==> config.mk <==
export PLATFORM = sky130hd
export DESIGN_NAME = scalar_writeback_unit
export DESIGN_NICKNAME = d
export VERILOG_FILES = /design/src/rtl/scalar_wb_pkg.sv /design/src/rtl/wb_result_fifo.sv /design/src/rtl/scalar_writeback_unit.sv
export SDC_FILE = /design/constraint.sdc
export NUM_CORES = 1
export LEC_CHECK = 0
export ABC_CLOCK_PERIOD_IN_PS = 5100
export BUFFER_PORTS_ARGS = -buffer_cell sky130_fd_sc_hd__buf_4
export CORE_ASPECT_RATIO = 1.4
export CORE_MARGIN = 2
export CORE_UTILIZATION = 53
export DETAILED_ROUTE_END_ITERATION = 10
export GPL_TIMING_DRIVEN = 1
export PLACE_DENSITY = 0.77
export SYNTH_ARGS = -nofsm -noshare
export SYNTH_HDL_FRONTEND = slang
export SYNTH_SLANG_ARGS = --single-unit
==> constraint.sdc <==
create_clock -name clk -period 5.1 [get_ports clk]
set_input_delay 1.02 -clock clk [delete_from_list [all_inputs] [get_ports clk]]
set_output_delay 1.02 -clock clk [all_outputs]
set_load 0.01 [all_outputs]
==> src/rtl/scalar_wb_pkg.sv <==
// Shared widths, write-entry type and one-hot helper for the scalar writeback path.
// No logic of its own; no latency, no backpressure.
package scalar_wb_pkg;

   localparam int DATA_W   = 32;
   localparam int NUM_REGS = 16;
   localparam int ADDR_W   = $clog2(NUM_REGS);

   typedef struct packed {
      logic [ADDR_W-1:0] addr;
      logic [DATA_W-1:0] data;
   } wb_entry_t;

   function automatic logic [NUM_REGS-1:0] reg_onehot(input logic [ADDR_W-1:0] a);
      reg_onehot    = '0;
      reg_onehot[a] = 1'b1;
   endfunction

endpackage

==> src/rtl/wb_result_fifo.sv <==
// Synchronous FIFO of writeback entries; head is visible combinationally, pop takes effect at posedge.
// Push is ignored when full and pop is ignored when empty; the caller gates on full/empty.
module wb_result_fifo
   import scalar_wb_pkg::*;
#(
   parameter  int DEPTH = 4,
   localparam int PTR_W = $clog2(DEPTH),
   localparam int CNT_W = $clog2(DEPTH + 1)
) (
   input  logic             clk,
   input  logic             rst_n,
   input  logic             push,
   input  wb_entry_t        push_data,
   input  logic             pop,
   output wb_entry_t        head,
   output logic             full,
   output logic             empty,
   output logic [CNT_W-1:0] count
);

   wb_entry_t        mem [DEPTH];
   logic [PTR_W-1:0] wr_ptr;
   logic [PTR_W-1:0] rd_ptr;
   logic             push_ok;
   logic             pop_ok;

   assign full    = (count == CNT_W'(DEPTH));
   assign empty   = (count == '0);
   assign push_ok = push && !full;
   assign pop_ok  = pop && !empty;
   assign head    = mem[rd_ptr];

   // Storage needs no reset: count gates every read of it.
   always_ff @(posedge clk) begin
      if (push_ok) mem[wr_ptr] <= push_data;
   end

   always_ff @(posedge clk or negedge rst_n) begin
      if (!rst_n) begin
         wr_ptr <= '0;
         rd_ptr <= '0;
         count  <= '0;
      end else begin
         if (push_ok) wr_ptr <= wr_ptr + PTR_W'(1);
         if (pop_ok)  rd_ptr <= rd_ptr + PTR_W'(1);
         case ({push_ok, pop_ok})
            2'b10:   count <= count + CNT_W'(1);
            2'b01:   count <= count - CNT_W'(1);
            default: count <= count;
         endcase
      end
   end

endmodule

==> src/rtl/scalar_writeback_unit.sv <==
// Merges ALU and queued load results onto the scalar bank write port; ALU issues 1 cycle later, loads >=2.
// ALU has absolute priority and no backpressure; loads stall on ld_ready when the queue is full.
module scalar_writeback_unit
   import scalar_wb_pkg::*;
#(
   parameter int LQ_DEPTH = 4
) (
   input  logic                clk,
   input  logic                rst_n,
   input  logic                alu_valid,
   input  logic [ADDR_W-1:0]   alu_addr,
   input  logic [DATA_W-1:0]   alu_data,
   input  logic                ld_valid,
   output logic                ld_ready,
   input  logic [ADDR_W-1:0]   ld_addr,
   input  logic [DATA_W-1:0]   ld_data,
   input  logic                rsv_valid,
   input  logic [ADDR_W-1:0]   rsv_addr,
   output logic [NUM_REGS-1:0] pending,
   output logic                wEn_SR,
   output logic [ADDR_W-1:0]   regsAddr3,
   output logic [DATA_W-1:0]   regsWriteData
);

   localparam int CNT_W = $clog2(LQ_DEPTH + 1);

   wb_entry_t           lq_head;
   wb_entry_t           issue_entry;
   logic                lq_full;
   logic                lq_empty;
   logic [CNT_W-1:0]    lq_count;
   logic                lq_push;
   logic                lq_pop;
   logic                issue;
   logic [NUM_REGS-1:0] clr_mask;
   logic [NUM_REGS-1:0] set_mask;

   // Readiness ignores a same-cycle pop so the handshake never depends on alu_valid.
   assign ld_ready = (lq_count != CNT_W'(LQ_DEPTH));
   assign lq_push  = ld_valid && !lq_full;

   wb_result_fifo #(.DEPTH(LQ_DEPTH)) u_ld_queue (
      .clk       (clk),
      .rst_n     (rst_n),
      .push      (lq_push),
      .push_data ({ld_addr, ld_data}),
      .pop       (lq_pop),
      .head      (lq_head),
      .full      (lq_full),
      .empty     (lq_empty),
      .count     (lq_count)
   );

   always_comb begin
      issue       = 1'b0;
      lq_pop      = 1'b0;
      issue_entry = lq_head;
      clr_mask    = '0;
      set_mask    = '0;
      if (alu_valid) begin
         issue       = 1'b1;
         issue_entry = '{addr: alu_addr, data: alu_data};
      end else if (!lq_empty) begin
         issue  = 1'b1;
         lq_pop = 1'b1;
      end
      if (issue)     clr_mask = reg_onehot(issue_entry.addr);
      if (rsv_valid) set_mask = reg_onehot(rsv_addr);
   end

   // A reservation landing on the register being written wins: it belongs to a younger instruction.
   always_ff @(posedge clk or negedge rst_n) begin
      if (!rst_n) begin
         wEn_SR        <= 1'b0;
         regsAddr3     <= '0;
         regsWriteData <= '0;
         pending       <= '0;
      end else begin
         wEn_SR  <= issue;
         pending <= (pending & ~clr_mask) | set_mask;
         if (issue) begin
            regsAddr3     <= issue_entry.addr;
            regsWriteData <= issue_entry.data;
         end
      end
   end

endmodule
==> out/results.tsv, run 1 <==
stage	metric	value	unit
clocking	CTS tree	built	
floorplanning	I/O pin count	135	
yosys	Compound-Gate Fraction of Synth Area	0.05446	
yosys	count of unique library cells instantiated by Yosys	50	
route	Pre-antenna DRT Iters	4	
clocking	H-tree levels	1	
floorplanning	die area	0.01632	sq mm
clocking	CTS Sinks	204	
clocking	CTS Buf Count	20	
route	1st-iter DRT viols	243	
yosys	multiplexer share of the synthesized area	0.1396	
worst_setup_path	r2r worst-path depth	6	
clocking	clk buf depth	3	
route	routed vias	4567	
worst_setup_path	crit path capture type	register	
place	Placed Instance Area	0.009275	sq mm
clocking	number of setup buffers added after CTS	0	
power	power density over cell area	562.9	mW/mm^2
sta	Tightest Pin Transition	1.028	ns
power	Max IR drop VDD	420.7	uV
place	pre-CTS setup slack	1.873	ns
sta	Hold Slack	0.4794	ns
place	PortBufs	134	
route	vias per inst	5.604	
cells_and_area	final core utilization	0.6615	
yosys	cell area after synthesis	0.008110	sq mm
global_route	grt total ovfl	0	
yosys	main combinational cell family by area after synthesis	multiplexers	
worst_setup_path	reg-to-reg startpoint	u_ld_queue.rd_ptr[0]$_DFFE_PN0P_	
cells_and_area	layout cell share with drive strength beyond 1	0.3435	
worst_setup_path	CP startpoint kind	register	
worst_setup_path	Arr. time, crit path	3.10	ns
global_route	total track usage	0.2065	
worst_setup_path	CP startpoint	u_ld_queue.rd_ptr[0]$_DFFE_PN0P_	
yosys	XOR/XNOR Fraction of Synth Area	0.006479	
floorplanning	Die Ht	150.4	um
yosys	sequential element share of the synthesized area	0.7183	
clocking	cts repair resizes	0	
yosys	Syn Nets	560	
place	DPL Wire Length	10650	um
route	Antenna Nets Post-Route	0	
sta	relative slew slack	0.3138	
global_route	antenna violations before repair	0	
sta	Sum Neg Setup Slack	0	ns
route	drc violations	0	
route	routed length per placed instance	19.92	um
floorplanning	Std-Cell Rows	53	
yosys	Yosys top cell area share	0.5332	
sta	Setup Viol. Count Final	0	
floorplanning	Initial Util	0.5412	
cells_and_area	Area Overhead vs Synth	22.23	%
yosys	most common cell in the synthesized netlist	edfxtp_1	
yosys	syn_area_per_cell	17.15	sq um
place	RePlAce Congestion	0.8634	
cells_and_area	Ant. Diodes	0	
yosys	commonest cells in the netlist	edfxtp_1, dfrtp_1, nand2_1	
yosys	adder-cell share of the synthesized area	0.01018	
yosys	Ys Warns	0	
clocking	CTS clk-pin slew, worst paths	0.06	ns
worst_setup_path	largest fanout on the critical path	22	
yosys	Syn Inst Count	473	
sta	fin crit share	0.5373	
clocking	Clock Tree Root	clkbuf_16	
worst_hold_path	hold path endpoint	regsAddr3[1]$_DFFE_PN0P_	
power	Power, Total	5.580	mW
worst_setup_path	Setup CP Type	register to register	
worst_hold_path	Hold Crit Depth	2	
clocking	hold buffer count at cts	0	
yosys	EDFF count, synth	144	
worst_hold_path	Hold Path Class	register to register	
sta	RSZ-0062 raised after global routing	false	
worst_setup_path	worst path required time	5.46	ns
yosys	most frequently used flop master after synthesis	edfxtp_1	
floorplanning	DIE WIDTH	108.6	um
outcome	outcome	completed	
sta	Final Critical Period	2.740	ns
place	placed insts	779	
cells_and_area	Post-Layout Cell Count	815	
sta	fmax	364.9	MHz
yosys	area leader, netlist	edfxtp_1	
route	drt total wl	16240	um
run	max_cap viols	0	
worst_hold_path	HP Start	regsAddr3[1]$_DFFE_PN0P_	
global_route	first-pass GRT wire length	25450	um
sta	PnR worst setup slack	2.360	ns
worst_setup_path	reg2reg setup slack	2.36	ns
sta	Hold Vio Cnt, Final	0	
yosys	flops & latches, synth	204	
global_route	largest net degree at the start of global routing	61	
cells_and_area	Final #Nets	696	
power	static leakage	3.790	nW
yosys	fraction of the mapped netlist area in simple logic gates	0.05168	
cells_and_area	post-route cell area	0.009913	sq mm
yosys	FFs w/ async S/R, synth	0.2941	
sta	clock skew	0.009107	ns
floorplanning	CORE AREA	0.01499	sq mm
worst_setup_path	Worst R2R End	pending[12]$_DFF_PN0_	
clocking	worst skew pair latency	0.48	ns
sta	Slew Viols, Final	0	
yosys	largest cells by area after synthesis	edfxtp_1, dfrtp_1, mux4_2, mux2i_1, nand2_1	
global_route	vias in the first global route	4922	
sequential cells by signal, indices dropped and copies added, names as in the netlist:
name and flops:
u_ld_queue.mem 144, regsWriteData 32, pending 16, regsAddr3 4, u_ld_queue.count 3, u_ld_queue.rd_ptr 2, u_ld_queue.wr_ptr 2, wEn_SR 1
worst max path at each step:
stage,endpoint,cells after the start
after floorplan,u_ld_queue.count[2]$_DFFE_PN0P_,8
after global routing,pending[15]$_DFF_PN0_,6
final,pending[12]$_DFF_PN0_,6
after detailed placement,pending[7]$_DFF_PN0_,6
after global placement,pending[7]$_DFF_PN0_,6
after CTS,pending[12]$_DFF_PN0_,6
layout make-up:
type | instances | area [sq um]
clock buffers | 29 | 575.6
clock inverters | 7 | 62.56
fillers | 1075 | 5074
inverters | 12 | 45.04
multi-input cells | 234 | 2133
flip-flops and latches | 204 | 5828
well taps | 192 | 240.2
repair buffers | 137 | 1028
cells by family (layout without fill, tap and decap cells):
| family | Yosys count | after routing |
|---|---|---|
| AO/OA/AOI/OAI | 69 | 69 |
| XOR/XNOR | 6 | 6 |
| adder cells (fa/ha/maj) | 6 | 6 |
| buffers and inverters | 35 | 185 |
| flip-flops | 204 | 204 |
| multiplexers | 73 | 73 |
| AND/OR/NAND/NOR | 80 | 80 |
where the power goes:
| part | internal (mW) | switching, mW |
|---|---|---|
| combinational | 0.813 | 0.771 |
| clock | 0.836 | 0.571 |
| sequential | 2.28 | 0.312 |
| total | 3.93 | 1.65 |
layout by cell type (no fill, tap or decap), drive strengths merged, types with 4 or more instances in the layout:
master,instances
and3,4
buf,137
clkbuf,29
clkinv,6
dfrtp,60
edfxtp,144
ha,5
inv,12
mux2i,40
mux4,32
nand2,43
nand3,4
nor2,6
o21ai,46
o2bb2ai,5
o41ai,5
layer usage:
metal / part of all wire / track usage / vias to the layer above
met3: 0.055 / 0.03377 / 18
met1: 0.39 / 0.2483 / 2307
li1: - / - / 2106
met2: 0.54 / 0.3784 / 136
met4: 0.021 / 0.06218 / 0
met5: 0 / 0 / -
critical path, cell delays in order, from the launching register on:
cell	delay, ns
dfrtp_2	0.82
buf_4	0.52
mux2i_1	0.24
a22oi_1	0.12
o21ai_2	0.26
or4b_1	0.49
o2bb2ai_1	0.14
No activity file was read; power rests on OpenSTA's default activity.
==> run 2: changes to the inputs <==
--- a/config.mk
+++ b/config.mk
@@ -5,14 +5,14 @@
 export SDC_FILE = /design/constraint.sdc
 export NUM_CORES = 1
 export LEC_CHECK = 0
-export ABC_CLOCK_PERIOD_IN_PS = 5100
+export ABC_CLOCK_PERIOD_IN_PS = 2400
 export BUFFER_PORTS_ARGS = -buffer_cell sky130_fd_sc_hd__buf_4
 export CORE_ASPECT_RATIO = 1.4
 export CORE_MARGIN = 2
-export CORE_UTILIZATION = 53
+export CORE_UTILIZATION = 50
 export DETAILED_ROUTE_END_ITERATION = 10
 export GPL_TIMING_DRIVEN = 1
-export PLACE_DENSITY = 0.77
+export PLACE_DENSITY = 0.76
 export SYNTH_ARGS = -nofsm -noshare
 export SYNTH_HDL_FRONTEND = slang
 export SYNTH_SLANG_ARGS = --single-unit
==> constraint.sdc (replaced) <==
create_clock -name clk -period 2.4 [get_ports clk]
set_input_delay 0.48 -clock clk [delete_from_list [all_inputs] [get_ports clk]]
set_output_delay 0.48 -clock clk [all_outputs]
set_load 0.01 [all_outputs]
==> out/results.tsv, run 2 (same netlist as run 1, synthesis figures left out) <==
stage	metric	value	unit
place	PortBufs	134	
global_route	total track usage	0.1946	
global_route	first-pass GRT wire length	26340	um
worst_setup_path	critical path's largest stage delay	0.44	ns
route	Pre-antenna DRT Iters	6	
worst_setup_path	most frequent CP cell	inv_1	
cells_and_area	Ant. Diodes	0	
global_route	grt total ovfl	0	
clocking	CTS Buf Count	20	
clocking	CTS clk-pin slew, worst paths	0.06	ns
sta	relative slew slack	0.4466	
clocking	number of setup buffers added after CTS	0	
worst_setup_path	CP startpoint kind	register	
floorplanning	CORE AREA	0.01603	sq mm
route	drc violations	0	
worst_setup_path	worst path required time	2.80	ns
sta	fmax	457.1	MHz
place	RePlAce Congestion	0.8181	
global_route	antenna violations before repair	0	
cells_and_area	commonest non-fill, non-tap cell in the layout	buf_4	
sta	Final Critical Period	2.188	ns
cells_and_area	post-route cell area	0.01008	sq mm
cells_and_area	Largest regs	u_ld_queue.mem: 144 flops, regsWriteData: 32 flops, pending: 16 flops	
global_route	vias in the first global route	4891	
run	max_cap viols	0	
cells_and_area	leading cell types in the layout, fill and taps excluded	buf_4, edfxtp_1, dfrtp_1	
floorplanning	Std-Cell Rows	55	
sta	Sum Neg Setup Slack	0	ns
power	Power, Total	12.17	mW
cells_and_area	Area Overhead vs Synth	24.31	%
place	DPL Wire Length	11400	um
sta	clock skew	0.01752	ns
route	Antenna Nets Post-Route	0	
worst_setup_path	reg-to-reg startpoint	u_ld_queue.count[0]$_DFFE_PN0P_	
worst_setup_path	largest fanout on the critical path	6	
place	Placed Instance Area	0.009409	sq mm
power	power density over cell area	1207	mW/mm^2
power	static leakage	3.885	nW
sta	Setup Viol. Count Final	0	
worst_setup_path	crit path capture type	register	
sta	RSZ-0062 raised after global routing	false	
worst_setup_path	Setup CP Type	register to register	
floorplanning	DIE WIDTH	111.6	um
floorplanning	Initial Util	0.5058	
route	routed vias	4629	
sta	Tightest Pin Transition	0.8301	ns
clocking	worst skew pair latency	0.48	ns
worst_setup_path	r2r worst-path depth	10	
route	drt total wl	16740	um
cells_and_area	layout cell share with drive strength beyond 1	0.3621	
clocking	CTS Sinks	204	
clocking	hold buffer count at cts	0	
worst_hold_path	Hold Path Class	input pin to asynchronous set/reset pin	
clocking	H-tree levels	1	
outcome	outcome	completed	
power	Max IR drop VDD	963.7	uV
clocking	CTS tree	built	
clocking	clk buf depth	3	
route	vias per inst	5.530	
floorplanning	die area	0.01727	sq mm
sta	Slew Viols, Final	0	
worst_setup_path	Crit path max-delay family	adder cells	
route	1st-iter DRT viols	344	
floorplanning	I/O pin count	135	
global_route	largest net degree at the start of global routing	61	
sta	fin crit share	0.9116	
cells_and_area	number of flip-flops under the largest register name	144	
route	routed length per placed instance	20.00	um
worst_setup_path	worst path bufs/invs	3	
floorplanning	Die Ht	154.7	um
cells_and_area	Largest Register	u_ld_queue.mem	
worst_setup_path	CP Cell Sequence	inv_1 > nand3_2 > and2_2 > inv_1 > ha_1 > inv_1 > fa_1 > xor2_1 > nor2_1 > xor2_1	
worst_setup_path	Arr. time, crit path	2.59	ns
worst_setup_path	Crit-path slowest cell	dfrtp_1	
clocking	Clock Tree Root	clkbuf_16	
sta	Hold Vio Cnt, Final	0	
worst_setup_path	reg2reg setup slack	0.21	ns
worst_setup_path	Worst R2R End	u_ld_queue.count[2]$_DFFE_PN0P_	
cells_and_area	Final #Nets	711	
## run 2: worst reg2reg max path, stage by stage (launching register included)
cell,delay (ns)
dfrtp_1,0.44
inv_1,0.15
nand3_2,0.13
and2_2,0.25
inv_1,0.06
ha_1,0.18
inv_1,0.07
fa_1,0.39
xor2_1,0.17
nor2_1,0.11
xor2_1,0.17
## run 2: how the worst max path moves through the flow
stage,from,cells past startpoint,to,slack (ns)
after CTS,u_ld_queue.count[0]$_DFFE_PN0P_,10,u_ld_queue.count[2]$_DFFE_PN0P_,0.17
after global routing,u_ld_queue.count[0]$_DFFE_PN0P_,10,u_ld_queue.count[2]$_DFFE_PN0P_,0.04
after global placement,u_ld_queue.count[0]$_DFFE_PN0P_,10,u_ld_queue.count[2]$_DFFE_PN0P_,0.37
final,u_ld_queue.count[0]$_DFFE_PN0P_,10,u_ld_queue.count[2]$_DFFE_PN0P_,0.21
after detailed placement,u_ld_queue.count[0]$_DFFE_PN0P_,10,u_ld_queue.count[2]$_DFFE_PN0P_,0.18
after floorplan,u_ld_queue.count[0]$_DFFE_PN0P_,3,u_ld_queue.mem[0][0]$_DFFE_PP_,0.33
## run 2: power by group
group / internal (mW) / total, mW / switching [mW]
registers: 4.83 / 5.28 / 0.454
clock network: 1.93 / 3.16 / 1.23
logic: 1.83 / 3.73 / 1.89
total: 8.59 / 12.2 / 3.58
## run 2: area by class of cell
class | count | area [sq um]
Fill cell | 1165 | 5952
Sequential cell | 204 | 5828
Multi-Input combinational cell | 234 | 2140
Timing Repair Buffer | 152 | 1154
Clock buffer | 27 | 548.0
Tap cell | 199 | 249.0
Clock inverter | 9 | 118.9
Inverter | 12 | 45.04
## run 2: repair_timing
action | 4_1_cts | 5_1_grt
gates resized for setup | 0 | 2
endpoints found under the setup margin | 0 | 1
endpoints found under the hold margin | 0 | 0
## run 2: stage by stage
step	utilization	hold WS (ns)	worst slack, ns	instances
after detailed placement	0.5868	0.4760	0.1843	801
final	0.6288	0.09670	0.2122	837
after global placement	0.5868	0.4628	0.3703	801
after floorplan	-	0.1844	0.3331	473
after CTS	0.6284	0.1216	0.1744	837
after global routing	0.6288	0.1512	0.03598	837
## run 2: layer usage
metal  share of wire  global-route usage  vias to the layer above  wire length [um]
met4           0.031             0.07113                        0               511
met1            0.38              0.2343                     2300              6377
met3           0.058             0.03487                       30               979
met2            0.53              0.3504                      180              8873
met5               0                   0                        -                 0
li1                -                   -                     2119                 -
==> run 3: changes to the inputs <==
--- a/config.mk
+++ b/config.mk
@@ -7,7 +7,7 @@
 export LEC_CHECK = 0
 export ABC_CLOCK_PERIOD_IN_PS = 2400
 export BUFFER_PORTS_ARGS = -buffer_cell sky130_fd_sc_hd__buf_4
-export CORE_ASPECT_RATIO = 1.4
+export CORE_ASPECT_RATIO = 1.5
 export CORE_MARGIN = 2
 export CORE_UTILIZATION = 50
 export DETAILED_ROUTE_END_ITERATION = 10
==> out/results.tsv, run 3 (same netlist as run 1, synthesis figures left out) <==
stage	metric	value	unit
sta	Sum Neg Setup Slack	0	ns
sta	Hold Vio Cnt, Final	0	
cells_and_area	Storage cell area	0.005828	sq mm
cells_and_area	leading cell types in the layout, fill and taps excluded	buf_4, edfxtp_1, dfrtp_1	
route	Antenna Nets Post-Route	0	
cells_and_area	Largest Register	u_ld_queue.mem	
floorplanning	Std-Cell Rows	57	
worst_setup_path	Worst R2R End	u_ld_queue.count[2]$_DFFE_PN0P_	
worst_setup_path	critical path's largest stage delay	0.45	ns
worst_setup_path	reg2reg setup slack	0.17	ns
power	static leakage	3.882	nW
worst_setup_path	worst path bufs/invs	3	
clocking	CTS Sinks	204	
worst_setup_path	most frequent CP cell	inv_1	
clocking	Clock Tree Root	clkbuf_16	
route	routed vias	4654	
global_route	met3 track demand over resource	0.03429	
worst_setup_path	largest fanout on the critical path	6	
floorplanning	Die Ht	160.0	um
global_route	met2 Use GR	0.3613	
global_route	met1 usage	0.2207	
worst_setup_path	r2r worst-path depth	10	
sta	RSZ-0062 raised after global routing	false	
cells_and_area	area of the multi-input gates	0.002136	sq mm
clocking	worst skew pair latency	0.48	ns
floorplanning	DIE WIDTH	108.0	um
worst_setup_path	Crit path max-delay family	adder cells	
sta	relative slew slack	0.5943	
worst_setup_path	Arr. time, crit path	2.62	ns
sta	Slew Viols, Final	0	
floorplanning	CORE AREA	0.01605	sq mm
outcome	outcome	completed	
cells_and_area	Final #Nets	710	
place	RePlAce Congestion	0.8379	
worst_hold_path	Hold Path Class	input pin to asynchronous set/reset pin	
power	power density over cell area	1209	mW/mm^2
global_route	largest net degree at the start of global routing	82	
sta	Setup Viol. Count Final	0	
worst_setup_path	Setup CP Type	register to register	
cells_and_area	layout cell share with drive strength beyond 1	0.3579	
sta	fin crit share	0.9291	
clocking	clk buf depth	3	
cells_and_area	Largest regs	u_ld_queue.mem: 144 flops, regsWriteData: 32 flops, pending: 16 flops	
global_route	grt total ovfl	0	
clocking	H-tree levels	1	
place	DPL Wire Length	11230	um
route	Pre-antenna DRT Iters	5	
global_route	antenna violations before repair	1	
worst_setup_path	crit path capture type	register	
worst_setup_path	CP Cell Sequence	inv_1 > nand3_1 > and2_4 > inv_1 > ha_1 > inv_1 > fa_1 > xor2_1 > nor2_1 > xor2_1	
worst_setup_path	Crit-path slowest cell	dfrtp_1	
run	max_cap viols	0	
sta	clock skew	0.01347	ns
route	routed length per placed instance	19.40	um
route	vias per inst	5.514	
clocking	number of setup buffers added after CTS	0	
global_route	GRT busiest layer	met2	
sta	Final Critical Period	2.230	ns
clocking	CTS tree	built	
worst_setup_path	CP endpoint	u_ld_queue.count[2]$_DFFE_PN0P_	
clocking	CTS clk-pin slew, worst paths	0.06	ns
cells_and_area	commonest non-fill, non-tap cell in the layout	buf_4	
route	1st-iter DRT viols	264	
sta	Tightest Pin Transition	0.6086	ns
worst_setup_path	worst path required time	2.80	ns
place	PortBufs	134	
floorplanning	Initial Util	0.5054	
clocking	CTS Buf Count	20	
cells_and_area	final core utilization	0.6299	
worst_setup_path	WP depth	10	
worst_setup_path	reg-to-reg startpoint	u_ld_queue.count[0]$_DFFE_PN0P_	
route	drc violations	0	
worst_setup_path	CP startpoint	u_ld_queue.count[0]$_DFFE_PN0P_	
clocking	hold buffer count at cts	0	
global_route	vias in the first global route	5214	
cells_and_area	number of flip-flops under the largest register name	144	
cells_and_area	fillers	1155	
global_route	total track usage	0.1968	
sta	fmax	448.5	MHz
power	Power, Total	12.22	mW
power	Max IR drop VDD	670.7	uV
floorplanning	I/O pin count	135	
route	drt total wl	16380	um
global_route	first-pass GRT wire length	26300	um
floorplanning	die area	0.01728	sq mm
cells_and_area	Area Overhead vs Synth	24.62	%
worst_setup_path	CP startpoint kind	register	
-- run 3: worst min path at each step --
stage	slack, ns	endpoint	from	cells after the start
CTS	0.02	regsWriteData[27]$_DFFE_PN0P_	rst_n	1
detailed placement	0.47	regsWriteData[25]$_DFFE_PN0P_	regsWriteData[25]$_DFFE_PN0P_	2
global route	0.05	regsWriteData[27]$_DFFE_PN0P_	rst_n	1
finish	0.02	regsWriteData[27]$_DFFE_PN0P_	rst_n	1
floorplan	0.18	pending[0]$_DFF_PN0_	rst_n	0
global placement	0.46	regsWriteData[30]$_DFFE_PN0P_	regsWriteData[30]$_DFFE_PN0P_	2
-- run 3: layer usage --
layer  up-vias  wire (um)
met2       166       9038
li1       2126          -
met3        37        882
met1      2325       5947
met4         0        507
met5         -          0
-- run 3: through the flow --
stage                     cells  area [sq um]  hold slack (ns)  setup slack, ns
after floorplan             473          8110           0.1844           0.3331
after global placement      807          9410           0.4628           0.3842
after detailed placement    807          9410           0.4736           0.1902
after CTS                   843         10100          0.02062           0.1295
after global routing        844         10110          0.05028          0.04553
final                       844         10110          0.01666           0.1702
-- run 3: repair_timing --
item | 4_1_cts | 5_1_grt
gates resized for setup | 0 | 1
setup endpoints to repair | 0 | 1
hold endpoints to repair | 0 | 0
-- run 3: final cells by class --
class	count	share of cell area
flip-flops and latches	204	0.5766
diodes	1	0.0002476
inverters	12	0.004457
clock inverters	5	0.01077
clock buffers	31	0.05769
repair buffers	151	0.1134
well taps	206	0.02550
multi-input cells	234	0.2113
-- run 3: worst reg2reg max path, delay by kind of cell, from the launching register on --
kind | cells | cell delay [ns]
buf+inv | 3 | 0.26
fa+ha+maj | 2 | 0.55
xor+xnor | 2 | 0.34
simple gates | 3 | 0.54
flops | 1 | 0.45
-- run 3: report_power, final --
part	internal, mW	switching (mW)	leakage (nW)
Clock	2.01	1.23	0.331
Combinational	1.82	1.88	1.52
Sequential	4.83	0.458	2.03
Total	8.65	3.57	3.88
